--- src/rtl/spaceship_renderer_pkg.sv ---
// Shared constants and types for the ship sprite pixel pipeline.
// Latency: n/a (declarations only).
// Backpressure: n/a.
package spaceship_renderer_pkg;

    localparam int SPR_W    = 32;
    localparam int SPR_H    = 32;
    localparam int H_ACTIVE = 640;
    localparam int V_ACTIVE = 480;
    localparam int RGB_W    = 8;
    localparam int ANG_W    = 4;
    localparam int CRD_W    = 10;

    typedef struct packed {
        logic [RGB_W-1:0] r;
        logic [RGB_W-1:0] g;
        logic [RGB_W-1:0] b;
    } rgb_t;

    // Display enable plus active-low syncs travelling alongside the pixel.
    typedef struct packed {
        logic de;
        logic hsync;
        logic vsync;
    } tim_t;

    localparam tim_t TIM_IDLE = '{de: 1'b0, hsync: 1'b1, vsync: 1'b1};

endpackage

--- src/rtl/spaceship_renderer_sprite_hit.sv ---
// Bounds test of a scan position against a SPR_W x SPR_H sprite box; reusable for other sprites.
// Latency: combinational.
// Backpressure: none; pure function of its inputs.
module spaceship_renderer_sprite_hit
    import spaceship_renderer_pkg::*;
(
    input  logic [CRD_W-1:0] hcount,
    input  logic [CRD_W-1:0] vcount,
    input  logic [CRD_W-1:0] pos_x,
    input  logic [CRD_W-1:0] pos_y,
    input  logic             de,
    output logic             hit,
    output logic [CRD_W-1:0] dx,
    output logic [CRD_W-1:0] dy
);

    localparam logic [CRD_W:0] SPR_W_L = SPR_W[CRD_W:0];
    localparam logic [CRD_W:0] SPR_H_L = SPR_H[CRD_W:0];

    logic [CRD_W:0] dx_full;
    logic [CRD_W:0] dy_full;

    // Signed offset from the sprite corner; a set sign bit means left of / above the
    // sprite, so a ship near the right edge never wraps onto the start of the line.
    always_comb begin
        dx_full = {1'b0, hcount} - {1'b0, pos_x};
        dy_full = {1'b0, vcount} - {1'b0, pos_y};
        hit     = de
                  && !dx_full[CRD_W] && (dx_full < SPR_W_L)
                  && !dy_full[CRD_W] && (dy_full < SPR_H_L);
        dx      = dx_full[CRD_W-1:0];
        dy      = dy_full[CRD_W-1:0];
    end

endmodule

--- src/rtl/spaceship_renderer.sv ---
// Composites the player ship sprite over the background colour on the VGA pixel stream.
// Latency: 2 pix_en strobes from in_* to out_*; sprite ROM address valid 1 strobe after input.
// Backpressure: none; every register holds while pix_en is low.
module spaceship_renderer
    import spaceship_renderer_pkg::*;
(
    input  logic             clk,
    input  logic             rst_n,
    input  logic             pix_en,
    input  logic [CRD_W-1:0] in_hcount,
    input  logic [CRD_W-1:0] in_vcount,
    input  logic             in_de,
    input  logic             in_hsync,
    input  logic             in_vsync,
    input  logic [RGB_W-1:0] bg_r,
    input  logic [RGB_W-1:0] bg_g,
    input  logic [RGB_W-1:0] bg_b,
    input  logic [CRD_W-1:0] ship_x,
    input  logic [CRD_W-1:0] ship_y,
    input  logic [ANG_W-1:0] ship_angle,
    output logic [CRD_W-1:0] spr_x,
    output logic [CRD_W-1:0] spr_y,
    output logic [ANG_W-1:0] spr_angle,
    input  logic [RGB_W-1:0] spr_r,
    input  logic [RGB_W-1:0] spr_g,
    input  logic [RGB_W-1:0] spr_b,
    input  logic             spr_a,
    output logic [RGB_W-1:0] out_r,
    output logic [RGB_W-1:0] out_g,
    output logic [RGB_W-1:0] out_b,
    output logic             out_de,
    output logic             out_hsync,
    output logic             out_vsync,
    output logic             frame_tick
);

    logic [CRD_W-1:0] pos_x, pos_y;
    logic [ANG_W-1:0] ang;
    logic             load;
    logic [CRD_W-1:0] cur_x, cur_y;
    logic             hit0;
    logic [CRD_W-1:0] dx0, dy0;

    logic             hit1;
    rgb_t             bg1;
    tim_t             tim1;
    rgb_t             pix2_nxt;
    rgb_t             pix2;
    tim_t             tim2;

    // Load point is the first pixel strobe of vertical blank; the stage-1 lookup
    // on that same strobe already sees the new position.
    assign load  = pix_en && (in_hcount == '0) && (in_vcount == CRD_W'(V_ACTIVE));
    assign cur_x = load ? ship_x : pos_x;
    assign cur_y = load ? ship_y : pos_y;

    spaceship_renderer_sprite_hit u_hit (
        .hcount (in_hcount),
        .vcount (in_vcount),
        .pos_x  (cur_x),
        .pos_y  (cur_y),
        .de     (in_de),
        .hit    (hit0),
        .dx     (dx0),
        .dy     (dy0)
    );

    // Frame-latched ship position and heading so the sprite cannot tear mid-frame.
    always_ff @(posedge clk or negedge rst_n) begin
        if (!rst_n) begin
            pos_x <= '0;
            pos_y <= '0;
            ang   <= '0;
        end else if (load) begin
            pos_x <= ship_x;
            pos_y <= ship_y;
            ang   <= ship_angle;
        end
    end

    // Single-clk pulse marking the shadow register load.
    always_ff @(posedge clk or negedge rst_n) begin
        if (!rst_n) frame_tick <= 1'b0;
        else        frame_tick <= load;
    end

    assign spr_angle = ang;

    // Stage 1: sprite-local address to the ROM, background and timing carried along.
    always_ff @(posedge clk or negedge rst_n) begin
        if (!rst_n) begin
            hit1  <= 1'b0;
            spr_x <= '0;
            spr_y <= '0;
            bg1   <= '0;
            tim1  <= TIM_IDLE;
        end else if (pix_en) begin
            hit1  <= hit0;
            spr_x <= hit0 ? dx0 : '0;
            spr_y <= hit0 ? dy0 : '0;
            bg1   <= '{r: bg_r, g: bg_g, b: bg_b};
            tim1  <= '{de: in_de, hsync: in_hsync, vsync: in_vsync};
        end
    end

    // Blanking forces black; an opaque sprite texel covers the background.
    always_comb begin
        pix2_nxt = bg1;
        if (!tim1.de)          pix2_nxt = '0;
        else if (hit1 && spr_a) pix2_nxt = '{r: spr_r, g: spr_g, b: spr_b};
    end

    // Stage 2: composited pixel and timing, aligned for the DAC.
    always_ff @(posedge clk or negedge rst_n) begin
        if (!rst_n) begin
            pix2 <= '0;
            tim2 <= TIM_IDLE;
        end else if (pix_en) begin
            pix2 <= pix2_nxt;
            tim2 <= tim1;
        end
    end

    assign out_r     = pix2.r;
    assign out_g     = pix2.g;
    assign out_b     = pix2.b;
    assign out_de    = tim2.de;
    assign out_hsync = tim2.hsync;
    assign out_vsync = tim2.vsync;

endmodule

--- config.mk ---
export PLATFORM = sky130hd
export DESIGN_NAME = spaceship_renderer
export DESIGN_NICKNAME = d
export VERILOG_FILES = /design/src/rtl/spaceship_renderer_pkg.sv /design/src/rtl/spaceship_renderer_sprite_hit.sv /design/src/rtl/spaceship_renderer.sv
export SDC_FILE = /design/constraint.sdc
export NUM_CORES = 1
export LEC_CHECK = 0
export ABC_AREA = 1
export CORE_ASPECT_RATIO = 1.1
export CORE_MARGIN = 3
export CORE_UTILIZATION = 52
export DETAILED_ROUTE_END_ITERATION = 7
export PLACE_DENSITY = 0.94
export REMOVE_ABC_BUFFERS = 1
export SYNTH_ARGS = -nofsm -noshare
export SYNTH_HDL_FRONTEND = slang
export SYNTH_SLANG_ARGS = --single-unit
--- constraint.sdc ---
create_clock -name clk -period 5.4 [get_ports clk]
set_clock_uncertainty 0.1 [all_clocks]
set_input_delay 0.54 -clock clk [delete_from_list [all_inputs] [get_ports clk]]
set_output_delay 0.54 -clock clk [all_outputs]
set_load 0.02 [all_outputs]
Word level (Yosys, flattened, before mapping)
Cells that the tools add are included.
{ "word_totals": {"in_bits": 99, "reg_bits": 100, "word_cells": 40, "out_inout_bits": 52} }
{ "op_classes": {"muxes": 6, "eq_ne": 1, "n_addsub": 2, "reduce_logical": 10, "n_lt_le_gt_ge": 2} }
{ "ops": {"columns": ["cell", "n"], "rows": [
  ["24-bit 2-to-1 mux", 2],
  ["10-bit 2-to-1 mux", 4],
  ["11-bit by 6-bit < comparator with 1-bit output (second input constant)", 2],
  ["10-bit by 10-bit subtractor with 11-bit output", 2],
  ["10-bit by 9-bit == test with 1-bit output (second input constant)", 1],
  ["10-bit logical NOT", 1],
  ["1-bit logical AND", 7],
  ["1-bit logical NOT", 2]
]} }

Depth between registers and ports, before layout
{ "logic_depth": {"depth_word": 11, "mapped_depth": 26, "depth_no_buf": 23} }

By module
Synthesis repeated with hierarchy kept, for this count alone.
{ "unflattened": {"hier_cells": 713, "area_unflattened_um2": 5403.9} }
{ "modules_own_cells": {"columns": ["mod", "cells_per_inst", "seq_area_each_um2", "n_inst", "area_each_um2"], "rows": [
  ["spaceship_renderer", 474, 2507.4, 1, 4149.0],
  ["spaceship_renderer_sprite_hit", 239, 0.0, 1, 1255.0]
]} }

Worst setup path after synthesis
Ideal clock, no wire load.
{ "synth_path": {"path_type": "input port to flip-flop", "from": "input pix_en", "to": "register spr_x[4]", "stages": 25, "t_arrival_ns": 3.367, "required_ns": 5.234, "n_path_buf": 4, "setup_ns": 0.066, "setup_slack_ns": 1.868, "cell_sequence": "buf_4 -> inv_2 -> nor2_2 -> nand2_1 -> nor2_4 -> nand3_2 -> inv_1 -> clkbuf_1 -> clkbuf_1 -> nand2_1 -> nand2_1 -> inv_1 -> ha_1 -> a21oi_1 -> inv_1 -> a21oi_1 -> xnor2_1 -> nor3_1 -> nand3_1 -> nor3_1 -> nand2_1 -> nor2_2 -> buf_6 -> nand3_2 -> nand2_1"} }
{ "synth_via": {"elab_cells_between_ends": 15, "classes_between": "add/sub (2); order compare (2); mux (3); reduce/logical (8)"} }
{ "synth_rtl": {"columns": ["element", "line", "text"], "rows": [
  ["from (decl)", "spaceship_renderer.sv:9", "input logic pix_en,"],
  ["1-bit logical AND (*) (2 in series)", "spaceship_renderer.sv:53", "assign load = pix_en && (in_hcount == '0) && (in_vcount == CRD_W'(V_ACTIVE));"],
  ["via load", "spaceship_renderer.sv:39", "logic load;"],
  ["10-bit 2-to-1 mux (*)", null, null],
  ["via cur_y[5]", "spaceship_renderer.sv:40", "logic [CRD_W-1:0] cur_x, cur_y;"],
  ["10-bit by 10-bit subtractor with 11-bit output (*)", "spaceship_renderer_sprite_hit.sv:27", "dy_full = {1'b0, vcount} - {1'b0, pos_y};"],
  ["branches (longest 2 deep; another with 11-bit by 6-bit < comparator with 1-bit output)", null, null],
  ["1-bit logical AND (*)", "spaceship_renderer_sprite_hit.sv:30", "&& !dy_full[CRD_W] && (dy_full < SPR_H_L);"],
  ["10-bit 2-to-1 mux (*)", "spaceship_renderer.sv:99", "spr_x <= hit0 ? dx0 : '0;"],
  ["to (signal assigned)", "spaceship_renderer.sv:99", null],
  ["to (decl)", "spaceship_renderer.sv:21", "output logic [CRD_W-1:0] spr_x,"]
]} }
Mark *: on every way through the listed nets, which the timed path passes.
A chain may end at the register's enable or synchronous reset.

Final worst setup path
{ "layout_path": {"from": "input in_vcount[6]", "to": "register spr_y[0]"} }
{ "layout_via": {"elab_cells_between_ends": 15, "classes_between": "add/sub (2); order compare (2); eq/ne (1); mux (3); reduce/logical (7)"} }
{ "layout_rtl": {"columns": ["element", "line", "text"], "rows": [
  ["from (decl)", "spaceship_renderer.sv:11", "input logic [CRD_W-1:0] in_vcount,"],
  ["10-bit by 9-bit == test with 1-bit output (*)", "spaceship_renderer.sv:53", null],
  ["1-bit logical AND (*)", "spaceship_renderer.sv:53", null],
  ["10-bit 2-to-1 mux (*)", null, null],
  ["via cur_y[1]", "spaceship_renderer.sv:40", null],
  ["10-bit by 10-bit subtractor with 11-bit output (*)", "spaceship_renderer_sprite_hit.sv:27", null],
  ["branches (longest 2 deep; another with 11-bit by 6-bit < comparator with 1-bit output)", null, null],
  ["1-bit logical AND (*)", "spaceship_renderer_sprite_hit.sv:30", null],
  ["10-bit 2-to-1 mux (*)", "spaceship_renderer.sv:100", "spr_y <= hit0 ? dy0 : '0;"],
  ["to (signal assigned)", "spaceship_renderer.sv:100", null],
  ["to (decl)", "spaceship_renderer.sv:22", "output logic [CRD_W-1:0] spr_y,"]
]} }
Marked as above.

==> impl_metrics.yaml <==
run_status:
  status: "finished clean"
synthesis:
  ys_seq_area_share_pct: 47.6
  synth_cells: 663
  synth_area_mm2: 0.00526
  synth.avg_cell_area_um2: 7.94
  yosys.cell_types.count: 32
  yosysWarningCount: 0
  ys_ff_latch: 100
timing:
  tightestPinTransition_ps: 949
  rsz0062_at_grt: "false"
  setup_viol_count_final: 0
  period_needed_ps: 4300
  max_freq_ghz: 0.232
  final_max_slew_viol_count: 0
  hold_viol: 0
  hold_slack_ps: 369
  post-route-period-util_pct: 79.7
  finalSetupTns_ps: 0
  maxSlewHeadroom_pct: 36.6
worst_setup_path:
  crit_arrival_ps: 4510
  timing_worst_setup_path_type: "primary input to register"
  r2r_end: "spr_y[0]"
  crit_required_ps: 5610
  crit-reg2reg-launch: "pos_y[0]"
  worst-r2r-cell-count: 16
  regToRegSetupSlack_ps: 2290
  end_kind: "register"
  startpoint_type: "primary input"
  critPathMaxFanout: 20
clock_network:
  cts_root_buf: "clkbuf_8"
  cts_setup_buffers: 0
  cts.path.max_buffers: 2
  cts_hold_buf: 1
  path_clk_slew_ps: 100
  cts-buffers-inserted: 9
  cts-htree-levels: 3
  cts_resized: 0
  cts_tree: "built"
  cts_sinks: 100
  clk_latency_ps: 370
place:
  gp_congestion: 0.886
  hpwlAfterDp_um: 11100
  io_buffer_count: 150
detailed_routing:
  via_per_inst: 5.23
  first_pass_iters: 5
  wl_um: 14600
  wl_per_cell_um: 15.7
  drc: 0
  ant_nets: 0
  vias: 4844
  drt_iter0_drc: 293
min_path:
  hold_path_depth: 2
  hp-class: "register to register"
  min_from: "out_hsync"
  whs_endpoint: "out_hsync"
power:
  p_per_area_mw_per_mm2: 229
  sw_frac_of_total_pct: 28.0
  p_clk_share_pct: 32.0
  leakage_nw: 3.50
  ir_drop_v: 0.000199
  p_comb_share_pct: 18.1
  intPower_w: 0.00116
  seqPwrFrac_pct: 49.9
  switching_power_w: 0.000452
grt:
  globalRouteOverflowTotal: 0
  first_global_vias: 5051
  grt_use_total_pct: 26.3
  grt_max_degree: 79
  grt_pass1_wl_um: 23800
  antenna_found_initial: 0
floorplan:
  die-area_mm2: 0.0114
  io_pins: 151
  core_mm2: 0.00963
  num_rows: 37
  die_width_um: 102
  initial_core_util_pct: 54.7
  die_y_um: 112
layout:
  syn_to_final_growth_pct: 34.1
  drive_gt1_share_pct: 8.40
  seqCellArea_mm2: 0.00251
  fillers: 736
  nets: 924
  final_util_pct: 73.3
  multi_input_area_mm2: 0.00238
  diodes: 0
job:
  timing.max_cap.violations: 0
-- synth_stat cells (all sizes together) --
master / n / area, um^2
a21oi: 16 / 80.1
buf: 6 / 41.3
clkbuf: 18 / 67.6
dfrtp: 96 / 2400
dfstp: 4 / 105
fa: 2 / 40.0
ha: 18 / 225
inv: 72 / 270
nand2: 251 / 967
nand3: 34 / 273
nand4: 4 / 37.5
nor2: 89 / 379
nor3: 4 / 20.0
o2111ai: 1 / 8.76
o21ai: 8 / 40.0
o21bai: 2 / 15.0
o31ai: 23 / 173
or2: 5 / 31.3
xnor2: 5 / 43.8
xor2: 5 / 43.8
-- flip-flops by register name (all words and copies together) (netlist names), 4 cells and up, named ones only --
signal,cells
pos_y,10
out_g,8
out_r,8
bg1,24
out_b,8
spr_y,10
spr_x,10
pos_x,9
spr_angle,4
-- layout by cell type, fill, tap and decap left out, drive strengths merged --
master | netlist | layout
nand4 | 4 | 4
o21ai | 8 | 8
clkbuf | 18 | 10
o31ai | 23 | 23
or2 | 5 | 5
bufinv | 0 | 1
fa | 2 | 2
a21oi | 16 | 16
nor3 | 4 | 4
xor2 | 5 | 5
nand3 | 34 | 34
inv | 72 | 74
nor2 | 89 | 89
xnor2 | 5 | 5
dfstp | 4 | 4
clkinv | 0 | 3
ha | 18 | 18
o21bai | 2 | 2
buf | 6 | 5
o2111ai | 1 | 1
nand2 | 251 | 251
dlygate4sd3 | 0 | 1
clkdlybuf4s50 | 0 | 149
dfrtp | 96 | 96
-- layer usage --
layer  wire [um]  up-vias  track usage (%)  part of all wire [%]
li1            -     2334                -                     -
met1        5670     2283             31.4                    39
met2        7580      187             46.6                    52
met3         871       40             3.70                   6.0
met4         476        0             11.2                   3.3
met5           0        -                0                     0
-- metrics by stage --
stage,worst slack [ps],total power [W],instances,cell area [um^2]
2_1_floorplan,1350,0.000944,639,5150
3_3_place_gp,952,0.00110,910,6830
3_5_place_dp,709,0.00111,910,6830
4_1_cts,1100,0.00162,927,7060
5_1_grt,675,0.00169,927,7060
6_report,1100,0.00162,927,7060
-- worst max-delay path, cell delays in order --
cell             delay, ps
clkdlybuf4s50_1        540
inv_1                   70
nor2_1                  90
nand2_1                 70
nor2_2                 160
nand3_2                110
inv_1                  430
nand2_1                120
nand2_1                100
inv_1                   70
fa_1                   430
nand3_1                 80
nand2_1                100
a21oi_1                180
xnor2_1                 80
nor3_1                 230
nand3_1                110
nor3_1                 170
nand2_1                 80
nor2_2                 510
nand3_1                130
nand2_1                 90
-- kinds of logic (layout without fill, tap and decap cells) --
kind of cell    count (synthesis)  count (layout)  synth area share [%]
compound gates                 50              50                  6.01
flops                         100             100                  47.6
buf+inv                        96             243                  7.20
simple gates                  387             387                  32.4
xor+xnor                       10              10                  1.66
fa+ha+maj                      20              20                  5.04
-- final cells by class --
class	count	share of cell area, %
clock inverter	6	1.15
clock buffer	10	1.95
sequential	100	35.5
tap	117	2.07
multi-input combinational	467	33.7
inverter	72	3.83
timing repair buffer	155	21.8
-- power by group through the flow --
stage / Sequential [W] / Clock (W) / Combinational, W
global placement: 0.000818 / 0 / 0.000283
finish: 0.000806 / 0.000517 / 0.000292
CTS: 0.000806 / 0.000520 / 0.000293
detailed placement: 0.000820 / 0 / 0.000291
floorplan: 0.000840 / 0 / 0.000104
global route: 0.000811 / 0.000556 / 0.000320
-- how the worst max path moves through the flow --
stage	startpoint	to	slack, ps	cells past startpoint
2_1_floorplan	pix_en	spr_y[0]	1350	21
3_3_place_gp	in_vcount[8]	spr_y[0]	950	23
3_5_place_dp	in_vcount[6]	spr_y[0]	710	22
4_1_cts	in_vcount[6]	spr_y[0]	1100	22
5_1_grt	in_vcount[6]	spr_y[0]	680	22
6_report	in_vcount[6]	spr_y[0]	1100	22
Note: power is estimated with default switching activity, not from simulation.
==> RTL change: new RTL, config.mk and constraints unchanged <==
`CRD_W`: 10 -> 5.
--- a/src/rtl/spaceship_renderer_pkg.sv
+++ b/src/rtl/spaceship_renderer_pkg.sv
@@ -10,5 +10,5 @@
     localparam int RGB_W    = 8;
     localparam int ANG_W    = 4;
-    localparam int CRD_W    = 10;
+    localparam int CRD_W    = 5;
 
     typedef struct packed {
Ports: changed (6 resized); port bits go from 151 to 121. The function was not compared with the original's and may differ.
==> RTL change against the original RTL <==
- sequential cell count decreased by 20
- fmax up 19%
- worst setup slack gained 690 ps
- design area shrank 27%
- total power down 16%
- sequential power shrank 17%
- synthesized area shrank 30%
- global-route usage decreased by 2.2 points
- via count fell by 31%
- clock power decreased by 19%
- wire length shrank 36%
- critical path type unchanged
- highest routed layer unchanged
==> RTL change: results (changes against the original RTL) <==
- Fin Hold WS: 247 ps (-122 ps)
- Commonest cells in the netlist: nand2_1 (172), dfrtp_1 (76), nor2_1 (55), inv_1 (28), o31ai_1 (24)
- Vias in the first global route: 3373 (-33%)
- R2r endpoint: out_r[7]
- Total global-route track usage: 0.241 (-0.0216)
- GRT met1 Usage: 0.311 (-0.00314)
- Setup slack, reg-to-reg: 3120 ps (+830 ps)
- Fin crit share: 0.668 (-0.128)
- Sw frac: 0.291 (+0.0117)
- Routed vias/inst: 5.21 (-0.26%)
- Maximum fanout along the worst path: 15 (-25%)
- Final Max Tran Viols: 0 (unchanged)
- Worst Tran Pin Value: 1000 ps (+54.7 ps)
- Crit path capture: spr_y[2]
- Met2 Usage GRT: 0.400 (-0.0657)
- CTS root buffer: clkbuf_8
- Critical Path AT: 3790 ps (-720 ps)
- RePlAce Congestion: 0.908 (+2.5%)
- P_seq: 671 µW (-17%)
- GR met3 Demand/Resource: 0.0515 (+0.0145)
- Detailed-route wire length per cell: 14.7 µm (-6.9%)
- Cell Area, Placed: 4960 µm² (-27%)
- Post-DP HPWL: 6670 µm (-40%)
- First DRT Iteration DRCs: 184 (-37%)
- Setup slack at placement: 1440 ps (+731 ps)
- Cells on worst reg2reg path: 4 (-12)
- Yosys cell types: 27 (-16%)
- Inst Count DP: 626 (-31%)
- Cells taking the most area after synthesis: dfrtp_1 (51%), nand2_1 (17%), nor2_1 (5.6%)
- Finished Layout Cells: 642 (-31%)
- Register area share after synthesis: 0.541 (+0.0646)
- M1 WL: 3860 µm (-32%)
- Peak VDD IR: 0.170 mV (-15%)
- Sw power: 396 µW (-12%)
- Input/output buffers: 120 (-20%)
- Outcome: finished clean
- Fraction of layout cells with a size suffix above 1: 0.0893 (+0.00534)
- Worst Setup SP: in_vcount[2]
- TritonRoute pass-1 iters: 4 (-1)
- Largest net degree at the start of global routing: 81 (+2.5%)
## RTL change: critical path: stages
cell	delay (ps)
clkdlybuf4s50_1	440
nor2_1	110
and2_1	210
nand3_1	370
inv_1	450
nand2_1	90
o21ai_0	120
inv_1	80
ha_1	350
nand2_1	70
o21ai_1	180
nand2_1	80
nand2_1	60
a21oi_1	60
nor2_1	220
nand3_4	210
o21ai_2	170
## RTL change: cell type report
class	count	area [µm²]
sequential	80	2010
clock buffer	10	138
timing repair buffer	122	1210
inverter	31	116
clock inverter	6	51.3
multi-input combinational	311	1520
fill	448	1600
tap	82	103
## RTL change: logic make-up after synthesis
kind of cell / Yosys count / share of synthesized area
AO/OA/AOI/OAI: 46 / 0.0880
XOR/XNOR: 3 / 0.00708
AND/OR/NAND/NOR: 252 / 0.276
adder cells (fa/ha/maj): 10 / 0.0378
buffers and inverters: 49 / 0.0499
flip-flops: 80 / 0.541
